## src/rtl/switch_box_cfg_loader_pkg.sv

```systemverilog
// Shared constants for the switch box config loader.
// Select encodings, FSM state codes and reset config.
package switch_box_cfg_loader_pkg;

  localparam int CFG_W = 8;

  localparam logic [CFG_W-1:0] RESET_CFG = 8'hFF;

  // Per-output 2-bit select; 2'b11 ties the output low
  localparam logic [1:0] SEL_N_FROM_E = 2'b00;
  localparam logic [1:0] SEL_N_FROM_S = 2'b01;
  localparam logic [1:0] SEL_N_FROM_W = 2'b10;
  localparam logic [1:0] SEL_E_FROM_N = 2'b00;
  localparam logic [1:0] SEL_E_FROM_S = 2'b01;
  localparam logic [1:0] SEL_E_FROM_W = 2'b10;
  localparam logic [1:0] SEL_S_FROM_N = 2'b00;
  localparam logic [1:0] SEL_S_FROM_E = 2'b01;
  localparam logic [1:0] SEL_S_FROM_W = 2'b10;
  localparam logic [1:0] SEL_W_FROM_N = 2'b00;
  localparam logic [1:0] SEL_W_FROM_E = 2'b01;
  localparam logic [1:0] SEL_W_FROM_S = 2'b10;
  localparam logic [1:0] SEL_ZERO     = 2'b11;

  typedef logic [2:0] state_t;

  localparam state_t S_HDR_ADDR = 3'd0;
  localparam state_t S_HDR_CNT  = 3'd1;
  localparam state_t S_DATA     = 3'd2;
  localparam state_t S_DRAIN    = 3'd3;
  localparam state_t S_COMMIT   = 3'd4;

endpackage

```

## src/rtl/switch_box_cfg_loader_cfg_shadow_bank.sv

```systemverilog
// Shadow and active config registers per switch box element.
// Active copies the whole shadow bank in one cycle on commit.
module switch_box_cfg_loader_cfg_shadow_bank
  import switch_box_cfg_loader_pkg::*;
#(
  parameter int               NUM_ELEM = 4,
  parameter logic [CFG_W-1:0] CFG_RST  = RESET_CFG
) (
  input  logic                      clk,
  input  logic                      rst,
  input  logic                      we,
  input  logic [7:0]                idx,
  input  logic [CFG_W-1:0]          wdata,
  input  logic                      commit,
  output logic [NUM_ELEM*CFG_W-1:0] act_flat
);

  logic [CFG_W-1:0] sh_q  [NUM_ELEM];
  logic [CFG_W-1:0] sh_d  [NUM_ELEM];
  logic [CFG_W-1:0] act_q [NUM_ELEM];
  logic [CFG_W-1:0] act_d [NUM_ELEM];

  always_comb begin
    for (int i = 0; i < NUM_ELEM; i++) begin
      sh_d[i]  = sh_q[i];
      act_d[i] = act_q[i];
      if (we && idx == 8'(i)) begin
        sh_d[i] = wdata;
      end
      if (commit) begin
        act_d[i] = sh_q[i];
      end
    end
  end

  always_ff @(posedge clk) begin
    if (rst) begin
      for (int i = 0; i < NUM_ELEM; i++) begin
        sh_q[i]  <= CFG_RST;
        act_q[i] <= CFG_RST;
      end
    end else begin
      sh_q  <= sh_d;
      act_q <= act_d;
    end
  end

  for (genvar g = 0; g < NUM_ELEM; g++) begin : g_flat
    assign act_flat[g*CFG_W +: CFG_W] = act_q[g];
  end

endmodule

```

## src/rtl/switch_box_cfg_loader.sv

```systemverilog
// Byte-stream config loader for a row of switch box elements.
// Frame = start index, count, data bytes; commits atomically.
module switch_box_cfg_loader
  import switch_box_cfg_loader_pkg::*;
#(
  parameter int               NUM_ELEM = 4,
  parameter logic [CFG_W-1:0] CFG_RST  = RESET_CFG
) (
  input  logic                      clk,
  input  logic                      rst,
  input  logic                      cfg_valid,
  input  logic [7:0]                cfg_data,
  output logic                      cfg_ready,
  output logic [NUM_ELEM*CFG_W-1:0] c_out,
  output logic                      commit,
  output logic                      busy,
  output logic                      err
);

  localparam logic [8:0] LIMIT = 9'(NUM_ELEM);

  state_t     state_q, state_d;
  logic [7:0] addr_q, addr_d;
  logic [7:0] cnt_q, cnt_d;
  logic [7:0] ptr_q, ptr_d;
  logic       err_q, err_d;
  logic       acc;
  logic       we;
  logic [8:0] end_idx;

  assign cfg_ready = (state_q != S_COMMIT);
  assign acc       = cfg_valid & cfg_ready;
  assign commit    = (state_q == S_COMMIT);
  assign busy      = (state_q != S_HDR_ADDR);
  assign err       = err_q;
  // 9-bit sum so A+K cannot wrap past the element range
  assign end_idx   = {1'b0, addr_q} + {1'b0, cfg_data};

  always_comb begin
    state_d = state_q;
    addr_d  = addr_q;
    cnt_d   = cnt_q;
    ptr_d   = ptr_q;
    err_d   = err_q;
    we      = 1'b0;
    unique case (state_q)
      S_HDR_ADDR: begin
        if (acc) begin
          addr_d  = cfg_data;
          state_d = S_HDR_CNT;
        end
      end
      S_HDR_CNT: begin
        if (acc) begin
          if (cfg_data == 8'd0) begin
            state_d = S_HDR_ADDR;
          end else if ({1'b0, addr_q} >= LIMIT
                       || end_idx > LIMIT) begin
            err_d   = 1'b1;
            cnt_d   = cfg_data;
            state_d = S_DRAIN;
          end else begin
            ptr_d   = addr_q;
            cnt_d   = cfg_data;
            state_d = S_DATA;
          end
        end
      end
      S_DATA: begin
        if (acc) begin
          we    = 1'b1;
          ptr_d = ptr_q + 8'd1;
          cnt_d = cnt_q - 8'd1;
          if (cnt_q == 8'd1) begin
            state_d = S_COMMIT;
          end
        end
      end
      S_DRAIN: begin
        if (acc) begin
          cnt_d = cnt_q - 8'd1;
          if (cnt_q == 8'd1) begin
            state_d = S_HDR_ADDR;
          end
        end
      end
      S_COMMIT: begin
        state_d = S_HDR_ADDR;
      end
      default: begin
        state_d = S_HDR_ADDR;
      end
    endcase
  end

  always_ff @(posedge clk) begin
    if (rst) begin
      state_q <= S_HDR_ADDR;
      addr_q  <= 8'd0;
      cnt_q   <= 8'd0;
      ptr_q   <= 8'd0;
      err_q   <= 1'b0;
    end else begin
      state_q <= state_d;
      addr_q  <= addr_d;
      cnt_q   <= cnt_d;
      ptr_q   <= ptr_d;
      err_q   <= err_d;
    end
  end

  switch_box_cfg_loader_cfg_shadow_bank #(
    .NUM_ELEM (NUM_ELEM),
    .CFG_RST  (CFG_RST)
  ) u_bank (
    .clk      (clk),
    .rst      (rst),
    .we       (we),
    .idx      (ptr_q),
    .wdata    (cfg_data),
    .commit   (commit),
    .act_flat (c_out)
  );

endmodule

```

## config.mk

```make
export PLATFORM = sky130hd
export DESIGN_NAME = switch_box_cfg_loader
export DESIGN_NICKNAME = d
export VERILOG_FILES = /design/src/rtl/switch_box_cfg_loader_pkg.sv /design/src/rtl/switch_box_cfg_loader_cfg_shadow_bank.sv /design/src/rtl/switch_box_cfg_loader.sv
export SDC_FILE = /design/constraint.sdc
export NUM_CORES = 1
export LEC_CHECK = 0
export BUFFER_PORTS_ARGS = -buffer_cell sky130_fd_sc_hd__buf_2
export CORE_ASPECT_RATIO = 1.4
export CORE_MARGIN = 2
export CORE_UTILIZATION = 45
export DETAILED_ROUTE_END_ITERATION = 8
export MAX_ROUTING_LAYER = met4
export SLEW_MARGIN = 0
export SYNTH_ARGS = -nofsm -noshare
export SYNTH_HDL_FRONTEND = slang
export SYNTH_SLANG_ARGS = --single-unit
```

## constraint.sdc

```tcl
create_clock -name clk -period 6.6 [get_ports clk]
set_clock_uncertainty 0.1 [all_clocks]
set_input_delay 1.32 -clock clk [delete_from_list [all_inputs] [get_ports clk]]
set_output_delay 1.32 -clock clk [all_outputs]
set_load 0.01 [all_outputs]
```

# [Word-level counts from Yosys, hierarchy flattened]
# Index checks and enable logic that the tools add are counted.
# W data, S select, Z words.
[classes] bitwise_logic=2 n_reduce_logical=17 n_lt_le_gt_ge=2 addsub=3 n_eq_ne=18 mux=20
[ops] cell="$mux W8" n=7
[ops] cell="$pmux W8 S2" n=2
[ops] cell="$mux W3" n=6
[ops] cell="$eq A8 B1 Y1 const B" n=2
[ops] cell="$eq A8 B2 Y1 const B" n=2
[ops] cell="$logic_not A8 Y1" n=2
[ops] cell="$ne A2 B2 Y1 const B" n=8
[ops] cell="$pmux W3 S4" n=1
[ops] cell="$add A8 B8 Y9" n=1
[ops] cell="$gt A9 B3 Y1 const B" n=1
[ops] cell="$add A8 B1 Y8 const B" n=1
[ops] cell="$ge A8 B3 Y1 const B" n=1
[ops] cell="$reduce_and A4 Y1" n=2
[ops] cell="$sub A8 B1 Y8 const B" n=1
[ops] cell="$eq A3 B2 Y1 const B" n=2
[ops] cell="$reduce_and A6 Y1" n=1
[ops] cell="$reduce_and A5 Y1" n=1
[ops] cell="$logic_and A1 B1 Y1" n=4
[ops] cell="$reduce_bool A2 Y1" n=2
[ops] cell="$eq A3 B1 Y1 const B" n=1
[ops] cell="$eq A3 B3 Y1 const B" n=1
[ops] cell="$logic_not A3 Y1" n=1
[ops] cell="$mux W1" n=3
[ops] cell="$ne A3 B3 Y1 const B" n=1
[ops] cell="8 further kinds" n=8
[totals] elab_cells=75 output_inout_bits=36 input_bits=11 ff_bits=92

# [Longest topological paths before layout]
[depth] word_depth=7 mapped_depth=9 depth_no_buf=8

# [Cells and area by module]
# A second synthesis with hierarchy kept.
[unflattened] hier_cells=477 hier_area_um2=4301.6
[modules_own_cells] mod="switch_box_cfg_loader_cfg_shadow_bank" area_each_um2=2388.5 cells_each=226 n_inst=1 seq_area_each_um2=1281.2
[modules_own_cells] mod="switch_box_cfg_loader" area_each_um2=1913.1 cells_each=251 n_inst=1 seq_area_each_um2=560.5

# [Least setup slack after synthesis]
# OpenSTA, ideal clock, no wires.
[synth_timing] kind="input to register" start="input port cfg_data[0]" end="register err_q, in the netlist err" path_stages=8 path_slack_ns=2.893 arrival_time_ns=3.490 path_buffers=0 setup_ns=0.117 t_required_ns=6.383 cell_sequence="ha_1 fa_1 a211o_2 a2111oi_4 o21bai_1 a211oi_4 or3_4 a32o_1"
[synth_via] elab_chain_cells=4 word_cells_on_any_way=6 classes_between="add/sub: 1; order compare: 1; bitwise: 1; reduce/logical: 3"
[synth_rtl] item="start: declaration" line_no="switch_box_cfg_loader.sv:12" rtl="input logic [7:0] cfg_data,"
[synth_rtl] item="$add A8 B8 Y9" line_no="switch_box_cfg_loader.sv:37" rtl="assign end_idx = {1'b0, addr_q} + {1'b0, cfg_data};"
[synth_rtl] item="$gt A9 B3 Y1" line_no="switch_box_cfg_loader.sv:58" rtl="|| end_idx > LIMIT) begin"
[synth_rtl] item="$logic_or A1 B1 Y1" line_no="switch_box_cfg_loader.sv:58"
[synth_rtl] item="$reduce_and A4 Y1 (no source line) (*)"
[synth_rtl] item="end signal: assignment" line_no="switch_box_cfg_loader.sv:108" rtl="err_q <= err_d;"
[synth_rtl] item="end: declaration" line_no="switch_box_cfg_loader.sv:26" rtl="logic err_q, err_d;"
# Every way passes the cells marked *; elsewhere a longest branch is shown, timed or not.
# A chain may end at the register's enable or synchronous reset.

# [Worst setup path after layout]
[layout_timing] start="register state_q[2]" end="output port commit"
[layout_via] elab_chain_cells=1
[layout_rtl] item="start: declaration" line_no="switch_box_cfg_loader.sv:22" rtl="state_t state_q, state_d;"
[layout_rtl] item="start signal: assignment" line_no="switch_box_cfg_loader.sv:104" rtl="state_q <= state_d;"
[layout_rtl] item="$eq A3 B3 Y1" line_no="switch_box_cfg_loader.sv:33" rtl="assign commit = (state_q == S_COMMIT);"
[layout_rtl] item="end: declaration" line_no="switch_box_cfg_loader.sv:15" rtl="output logic commit,"
# No other way between the ends.

==> impl_metrics.yaml <==
place:
  portBuffers: 46
  routabilityCongestion: 0.840
  dp_hpwl_um: 6890
  placed_area_mm2: 0.00447
  dp_cells: 676
power_and_ir_drop:
  net-switching-power_uw: 328
  ir_drop_v: 0.000221
  power.density_mw_per_mm2: 266
  p_leak_nw: 2.08
  clkPwrFrac_pct: 41.9
  comb_power_share_pct: 12.0
  p_int_uw: 941
  switching_share_pct: 25.8
  power_frac_seq_pct: 46.0
layout:
  fin_cells: 692
  final_cell_area_mm2: 0.00478
  fin_nets: 606
  area_growth_pct: 14.0
  mostFrequentLayoutCells: "nand2_1 (171), dfxtp_1 (92), nand3_1 (76), buf_2 (46), a21oi_1 (31)"
  drive_above_1_share_pct: 12.5
  final_common_cell: "nand2_1"
  num_antenna_cells: 0
route:
  drtAntennaViolNets: 0
  viasPerCell: 5.46
  drc: 0
  drt_wl_total_um: 9970
  dr_total_vias: 3778
  drtIter0Drc: 163
  drt-wirelength-per-cell_um: 14.4
  drt_pass1_iterations: 4
floorplanning:
  dieArea_mm2: 0.0101
  initial_core_util_pct: 46.4
  rows: 41
  ios: 47
  fp.dieW_um: 85.6
  coreArea_mm2: 0.00903
  die_y_um: 118
clocking:
  cts-root-buf: "clkbuf_16"
  cts.sinks: 92
  clock_path_buffers: 2
  clock_latency_ns: 0.34
  ctsHoldBuffers: 0
  path_clk_slew_ns: 0.07
  cts_resized: 0
  cts_setup_buffers: 0
  cts_buffers: 9
  cts_tree: "built"
  htree_levels: 3
synth:
  synthFlopType: "dfxtp_1"
  synth-seq-area-share_pct: 43.9
  synth_area_mm2: 0.00419
  synth_cell_type_count: 50
  syn_nets: 574
  synth.area.top_cells: "dfxtp_1 (44%), nand2_1 (15%), nand3_1 (9.1%)"
  yosys.area.top_type_share_pct: 43.9
  synth_top_cell_by_area: "dfxtp_1"
  yosys_warnings: 0
  ys_seq_elements: 92
  avgSynthCellArea_um2: 7.65
  synth_edf_count: 0
  ys_async_sr_fraction_pct: 0
  syn_inst: 548
setup_path:
  crit_required_ns: 5.18
  startpoint_type: "flip-flop"
  critPathKind: "flip-flop to output port"
  crit_path_max_fanout: 34
  cp.arrival_ns: 2.32
  end_kind: "output port"
hold_path:
  hold_path_class: "flip-flop to flip-flop"
timing:
  tightest_slew_ns: 1.02
  drv_slew: 0
  fin_crit_sh_pct: 56.6
  hold_violations: 0
  tns_ns: 0
  timing.slew.headroom_pct: 31.9
  max_freq_mhz: 268
  timing.final.crit_period_ns: 3.74
  hold_slack_ns: 0.363
  setup_viol: 0
  rsz0062_at_grt: "no"
global_route:
  grt_pass1_wl_um: 16400
  grt_start_max_net_pins: 65
  grt_pass1_vias: 3400
  overflow: 0
  grt_usage_pct: 20.6
  antenna_found_initial: 0
job:
  maxCapViolCount: 0
outcome:
  status: "complete, no violations"
## through the flow
| stage | power, mW | utilization [%] | worst slack (ns) |
|---|---|---|---|
| global placement | 0.746 | 49.5 | 2.64 |
| finish | 1.27 | 53.0 | 2.86 |
| global route | 1.32 | 53.0 | 2.68 |
| CTS | 1.28 | 53.0 | 2.84 |
| floorplan | 0.706 | - | 2.89 |
| detailed placement | 0.749 | 49.5 | 2.60 |
## cells by family after synthesis
kind of cell    share of synthesized area (%)
compound gates                           14.5
flops                                    43.9
fa+ha+maj                                4.66
mux                                     0.507
buf+inv                                  3.79
simple gates                             32.4
xor+xnor                                0.209
## final cells by class
class,instances,area [um^2]
Multi-Input combinational cell,414,2190
Timing Repair Buffer,48,245
Inverter,15,56.3
Sequential cell,92,1840
Fill cell,897,4250
Clock buffer,12,256
Clock inverter,4,55.1
Tap cell,107,134
## worst max-delay path, cell delays in order, from the launching register on
cell     delay, ns
dfxtp_1       0.55
nand2_1       0.10
buf_4         0.26
inv_1         0.78
buf_2         0.28
## routing by layer
metal	wire length, um	vias to the layer above	share of wire [%]	global-route usage [%]
met4	205	0	2.1	8.43
met5	0	-	0	-
li1	-	1947	-	-
met3	290	18	2.9	2.23
met2	4880	67	49	33.5
met1	4590	1746	46	26.1
## power by group through the flow
stage	Combinational, mW	Clock [mW]	Sequential [mW]
2_1_floorplan	0.112	0	0.594
3_3_place_gp	0.150	0	0.596
3_5_place_dp	0.152	0	0.597
4_1_cts	0.153	0.543	0.584
5_1_grt	0.171	0.568	0.586
6_report	0.153	0.532	0.584
## registers in the layout, summed over array words and instances (netlist names)
name             flops
addr_q               8
cnt_q                8
err                  1
ptr_q                8
state_q              3
u_bank.act_flat     32
u_bank.sh_q         32
## worst paths after layout
kind                                           from             endpoint  slack [ns]  cells past startpoint
worst max-delay path                     state_q[2]               commit        2.86                      4
worst min-delay path            u_bank.act_flat[30]  u_bank.act_flat[30]        0.36                      2
worst max register to register            addr_q[0]                  err        3.80                      8
worst min register to register  u_bank.act_flat[30]  u_bank.act_flat[30]        0.36                      2
## synthesized netlist by cell type, types with 2 or more instances
cell,number
nand2_1,171
o31ai_1,2
nor2_1,25
or2_1,2
or3_1,2
a211o_1,2
a22oi_1,3
nand3b_1,2
and2_1,4
ha_1,14
nand2b_1,3
buf_1,5
a21o_1,2
nor4_1,6
o211ai_1,3
nand3_1,76
a31oi_1,2
o21bai_1,2
inv_1,15
o21ai_0,15
clkbuf_1,21
a2111oi_4,2
a211oi_1,5
o22ai_1,4
nand4_1,2
o21a_1,4
nor3_1,8
dfxtp_1,92
a21oi_1,31
nor3b_1,3
(Power assumes the default switching activity.)
